===== config.mk =====
export PLATFORM = sky130hd
export DESIGN_NAME = add_normalize
export DESIGN_NICKNAME = d
export VERILOG_FILES = /design/src/rtl/fp16_pkg.sv /design/src/rtl/lzc13.sv /design/src/rtl/add_normalize.sv
export SDC_FILE = /design/constraint.sdc
export NUM_CORES = 1
export LEC_CHECK = 0
export CAP_MARGIN = 20
export CORE_MARGIN = 1
export CORE_UTILIZATION = 59
export DETAILED_ROUTE_END_ITERATION = 8
export GPL_TIMING_DRIVEN = 0
export PLACE_DENSITY_LB_ADDON = 0.08
export RECOVER_POWER = 50
export SYNTH_ARGS = -nofsm -noshare
export SYNTH_HDL_FRONTEND = slang
export SYNTH_SLANG_ARGS = --single-unit

===== constraint.sdc =====
create_clock -name clk -period 5.02 [get_ports clk]
set_input_delay 1.506 -clock clk [delete_from_list [all_inputs] [get_ports clk]]
set_output_delay 1.506 -clock clk [all_outputs]
set_load 0.02 [all_outputs]

===== src/rtl/fp16_pkg.sv =====
// rtl/fp16_pkg.sv - FP16 field widths, constants and types shared by add_normalize
package fp16_pkg;

  localparam int FP16_EXP_W  = 5;
  localparam int FP16_FRAC_W = 10;
  localparam int SUM_W       = 14;

  localparam logic [FP16_EXP_W-1:0] EXP_MAX_VAL = 5'h1F;
  localparam logic [FP16_EXP_W-1:0] EXP_BIAS    = 5'd15;

  typedef struct packed {
    logic                   sign;
    logic [FP16_EXP_W-1:0]  exp;
    logic [FP16_FRAC_W-1:0] frac;
  } fp16_t;

  // [13] carry, [12] hidden bit, [11:2] mantissa, [1:0] guard bits
  typedef logic [SUM_W-1:0] sum14_t;

  function automatic fp16_t fp16_inf(input logic sign);
    return '{sign: sign, exp: EXP_MAX_VAL, frac: '0};
  endfunction

  function automatic fp16_t fp16_one(input logic sign);
    return '{sign: sign, exp: EXP_BIAS, frac: '0};
  endfunction

endpackage


===== src/rtl/lzc13.sv =====
// rtl/lzc13.sv - combinational leading-zero counter for a 13-bit field
module lzc13 (
  input  logic [12:0] din,
  output logic [3:0]  count,
  output logic        zero
);

  // Scanning upward lets the highest set bit write last and win.
  always_comb begin
    count = 4'd13;
    for (int i = 0; i <= 12; i++) begin
      if (din[i]) count = 4'(12 - i);
    end
  end

  assign zero = ~|din;

endmodule


===== src/rtl/add_normalize.sv =====
// rtl/add_normalize.sv - two-stage FP16 adder normalize/round/pack pipeline
// Define ADD_NORM_RNE_EN for round-to-nearest-even; default build truncates.
module add_normalize
  import fp16_pkg::*;
(
  input  logic        clk,
  input  logic        nRST,
  input  logic        in_valid,
  output logic        in_ready,
  input  logic        sign_in,
  input  logic [4:0]  exp_in,
  input  sum14_t      frac_sum,
  output logic        out_valid,
  input  logic        out_ready,
  output logic [15:0] fp_out
);

  logic       s1_valid, s1_sign, s1_zero, s1_inf;
  logic [4:0] s1_e;
  logic [3:0] s1_shift;
  sum14_t     s1_frac;
  logic       s2_advance;

  assign s2_advance = !out_valid || out_ready;
  assign in_ready   = !s1_valid || s2_advance;

  logic [3:0] lz;
  logic       lz_zero;
  logic [4:0] e_eff, e_m1;
  logic [3:0] shift_amt;

  lzc13 u_lzc (
    .din   (frac_sum[12:0]),
    .count (lz),
    .zero  (lz_zero)
  );

  // Normalizing shift is capped so the exponent never drops below 1.
  assign e_eff     = (exp_in == 5'd0) ? 5'd1 : exp_in;
  assign e_m1      = e_eff - 5'd1;
  assign shift_amt = ({1'b0, lz} < e_m1) ? lz : e_m1[3:0];

  always_ff @(posedge clk or negedge nRST) begin
    if (!nRST) begin
      s1_valid <= 1'b0;
      s1_sign  <= 1'b0;
      s1_zero  <= 1'b0;
      s1_inf   <= 1'b0;
      s1_e     <= '0;
      s1_shift <= '0;
      s1_frac  <= '0;
    end else if (in_ready) begin
      s1_valid <= in_valid;
      if (in_valid) begin
        s1_sign  <= sign_in;
        s1_zero  <= lz_zero && !frac_sum[13];
        s1_inf   <= (exp_in == EXP_MAX_VAL);
        s1_e     <= e_eff;
        s1_shift <= shift_amt;
        s1_frac  <= frac_sum;
      end
    end
  end

  logic [12:2] sh_hi;
  logic [5:0]  exp_pre, exp_fin;
  logic [9:0]  mant;
  logic        inc;
  logic [10:0] mant_r;
  fp16_t       result;

  assign sh_hi = 11'((s1_frac[12:0] << s1_shift) >> 2);

  always_comb begin
    if (s1_frac[13]) begin
      mant    = s1_frac[12:3];
      exp_pre = {1'b0, s1_e} + 6'd1;
    end else begin
      mant    = sh_hi[11:2];
      exp_pre = sh_hi[12] ? ({1'b0, s1_e} - {2'b00, s1_shift}) : 6'd0;
    end
  end

`ifdef ADD_NORM_RNE_EN
  logic [1:0] sh_lo;
  logic       guard_bit, sticky_bit;

  assign sh_lo      = 2'(s1_frac[12:0] << s1_shift);
  assign guard_bit  = s1_frac[13] ? s1_frac[2]    : sh_lo[1];
  assign sticky_bit = s1_frac[13] ? |s1_frac[1:0] : sh_lo[0];
  assign inc        = guard_bit & (sticky_bit | mant[0]);
`else
  assign inc = 1'b0;
`endif

  // A carry out of the mantissa leaves mant_r[9:0] zero and bumps the exponent.
  assign mant_r  = {1'b0, mant} + {10'd0, inc};
  assign exp_fin = exp_pre + {5'd0, mant_r[10]};

  always_comb begin
    result = '{sign: s1_sign, exp: exp_fin[4:0], frac: mant_r[9:0]};
    if (s1_inf || (exp_fin >= {1'b0, EXP_MAX_VAL})) begin
      result = fp16_inf(s1_sign);
    end else if (s1_zero) begin
      result = '0;
    end
  end

  always_ff @(posedge clk or negedge nRST) begin
    if (!nRST) begin
      out_valid <= 1'b0;
      fp_out    <= '0;
    end else if (s2_advance) begin
      out_valid <= s1_valid;
      if (s1_valid) fp_out <= result;
    end
  end

endmodule


==> qor.txt <==
Synthesized instance count -> 301
Hold Path Class -> reg -> reg
Share of cells above drive strength 1 -> 0.120
Syn_nets -> 335
Height of the die -> 72.1 µm
Setup violators final -> 0
DRC -> 0
Setup TNS -> 0 ps
Area growth, synth to finish -> 20.3%
Async set-reset flop share out of synthesis -> 1.00
Worst setup EP type -> output pin
Share of the clock period used by the worst path -> 0.858
Reg2reg setup slack -> 1810 ps
WS Path Type -> in -> out
Final worst path period need -> 4310 ps
Die W -> 72.1 µm
Clock Path Buffers -> 2
Starting density of the core -> 0.613
Setup Skew -> 7.93 ps
Routed WL per cell -> 15.6 µm
Syn avg cell area -> 9.62 µm²
Number of nets with antenna violations after routing -> 0
Largest net degree at the start of global routing -> 29
Reg-to-Reg End -> fp_out[7]$_DFFE_PN0P_
Status -> finished, final reports clean
RR Startpoint -> s1_shift[1]$_DFFE_PN0P_
Pre-CTS setup slack -> 540 ps
Mapped Area -> 0.00290 mm²
Post-route worst setup slack -> 713 ps
TritonCTS buffer count -> 5
Critical Path Start Type -> input pin
WHS Endpoint -> fp_out[3]$_DFFE_PN0P_
Initial antenna violation count -> 0
Mean number of vias per cell -> 6.03
CP arrival -> 2800 ps
CP required -> 3510 ps
Die area -> 0.00519 mm²
Crit path max fanout -> 3
Sequential area share after synthesis -> 0.380
Num Clock Sinks -> 44
Clock slew at reported path FFs -> 80 ps
Initial DRC count -> 163
Worst VDD drop -> 151 µV
Most common cell after layout, fill and taps aside -> dfrtp_1
First-pass GRT wire length -> 11000 µm
GPL Wtd Cong -> 0.970
DPL Wire Length -> 5150 µm
Diodes inserted -> 0
Slew HR -> 0.0205
# rows -> 25
TritonCTS clock tree -> built
Hold Vio Cnt, Final -> 0
Max capacitance violation total -> 0
Fin. max-slew vios -> 0
EDFF count, synth -> 0
YS warnings -> 0
Final wirelength -> 6500 µm
GRT Resource Usage Total -> 0.271
Unique cell type count in the Yosys netlist -> 53
#FFs+latches synth -> 44
RSZ-0062 raised after global routing -> false
Slew at the pin closest to its max-slew limit -> 1470 ps
H-Tree Depth -> 2
WHS Path Cells -> 1
CTS Hold Bufs -> 0
Most frequent cells in the layout -> dfrtp_1 (44), clkdlybuf4s50_1 (37), nand2_1 (26)
Hold path start -> fp_out[3]$_DFFE_PN0P_
Nets -> 384
# Post-CTS Setup Buffers -> 0
CTS Root Cell -> clkbuf_8
Ports -> 42
Clock Latency Late Sink -> 300 ps
Pleak -> 1.43 nW
Overflow after GRT -> 0
Fmax -> 0.232 GHz
IO Port Bufs -> 41
DR pass1 iterations -> 4
Pwr dens -> 364 mW/mm²
Via count of the routed design -> 2520
Worst reg-to-reg path cell count -> 12
Core box area -> 0.00472 mm²
Vias in the first global route -> 2381
Post-CTS Resized -> 0
Main synth FF type -> dfrtp_1
[power by group]
group | total, mW | internal (mW) | switching (mW) | leakage, nW
logic | 0.548 | 0.267 | 0.280 | 0.850
registers | 0.485 | 0.426 | 0.0589 | 0.532
clock network | 0.236 | 0.111 | 0.125 | 0.0434
[cell type report]
cell class | count | area [µm²]
well taps | 67 | 83.8
clock inverters | 2 | 15.0
flip-flops and latches | 44 | 1100
inverters | 10 | 37.5
repair buffers | 42 | 408
multi-input cells | 231 | 1680
plain buffers | 16 | 77.6
clock buffers | 6 | 82.6
fillers | 374 | 1240
[per-layer routing]
layer,GRT usage,part of all wire
met1,0.374,0.47
met2,0.438,0.47
met3,0.0347,0.040
met4,0.102,0.022
met5,0,0
[worst max-delay path by stage]
| stage | start | endpoint | slack, ps |
|---|---|---|---|
| final | out_ready | in_ready | 710 |
| after global routing | exp_in[4] | s1_shift[3]$_DFFE_PN0P_ | 630 |
| after CTS | out_ready | in_ready | 780 |
| after detailed placement | exp_in[4] | s1_shift[3]$_DFFE_PN0P_ | 540 |
| after global placement | exp_in[4] | s1_shift[3]$_DFFE_PN0P_ | 700 |
| after floorplan | exp_in[1] | s1_shift[3]$_DFFE_PN0P_ | 1550 |
[through the flow]
| stage | utilization | hold WS, ps | total power, mW | area, µm² | instances |
|---|---|---|---|---|---|
| 2_1_floorplan | - | 441 | 0.842 | 2900 | 301 |
| 3_3_place_gp | 0.718 | 473 | 1.02 | 3390 | 409 |
| 3_5_place_dp | 0.721 | 480 | 1.04 | 3410 | 410 |
| 4_1_cts | 0.742 | 498 | 1.28 | 3500 | 418 |
| 5_1_grt | 0.738 | 506 | 1.34 | 3490 | 418 |
| 6_report | 0.738 | 492 | 1.27 | 3490 | 418 |
[cells by family (layout without fill, tap and decap cells)]
logic type               after synthesis  count (layout)  synth area share
AND/OR/NAND/NOR                       92              92             0.152
AO/OA/AOI/OAI                         88              88             0.216
flip-flops                            44              44             0.380
multiplexers                          36              36             0.151
buffers and inverters                 26              76            0.0397
adder cells (fa/ha/maj)               10              10            0.0458
XOR/XNOR                               5               5            0.0151
[registers in the layout, indices dropped and copies added, names as in the netlist]
register / count
s1_inf: 1
s1_zero: 1
s1_valid: 1
out_valid: 1
s1_sign: 1
s1_shift: 4
s1_frac: 14
s1_e: 5
fp_out: 16
[Yosys cell counts, types with 7 or more instances]
library cell  instances  area (µm²)
a21oi_1              18        90.1
a22o_1                7        61.3
a32o_1                9        90.1
clkbuf_1             11        41.3
dfrtp_1              44        1100
ha_1                  9         113
inv_1                 9        33.8
mux2_2               21         236
mux2i_1              11         110
nand2_1              26        97.6
nand3_1               7        35.0
nor2_1               22        82.6
nor3_1               12        60.1
o21ai_0              20         100
[worst max-delay path, stage by stage]
cell and delay, ps:
dlygate4sd3_1 540, nand3b_1 200, clkdlybuf4s50_1 560
(Power assumes the default switching activity.)
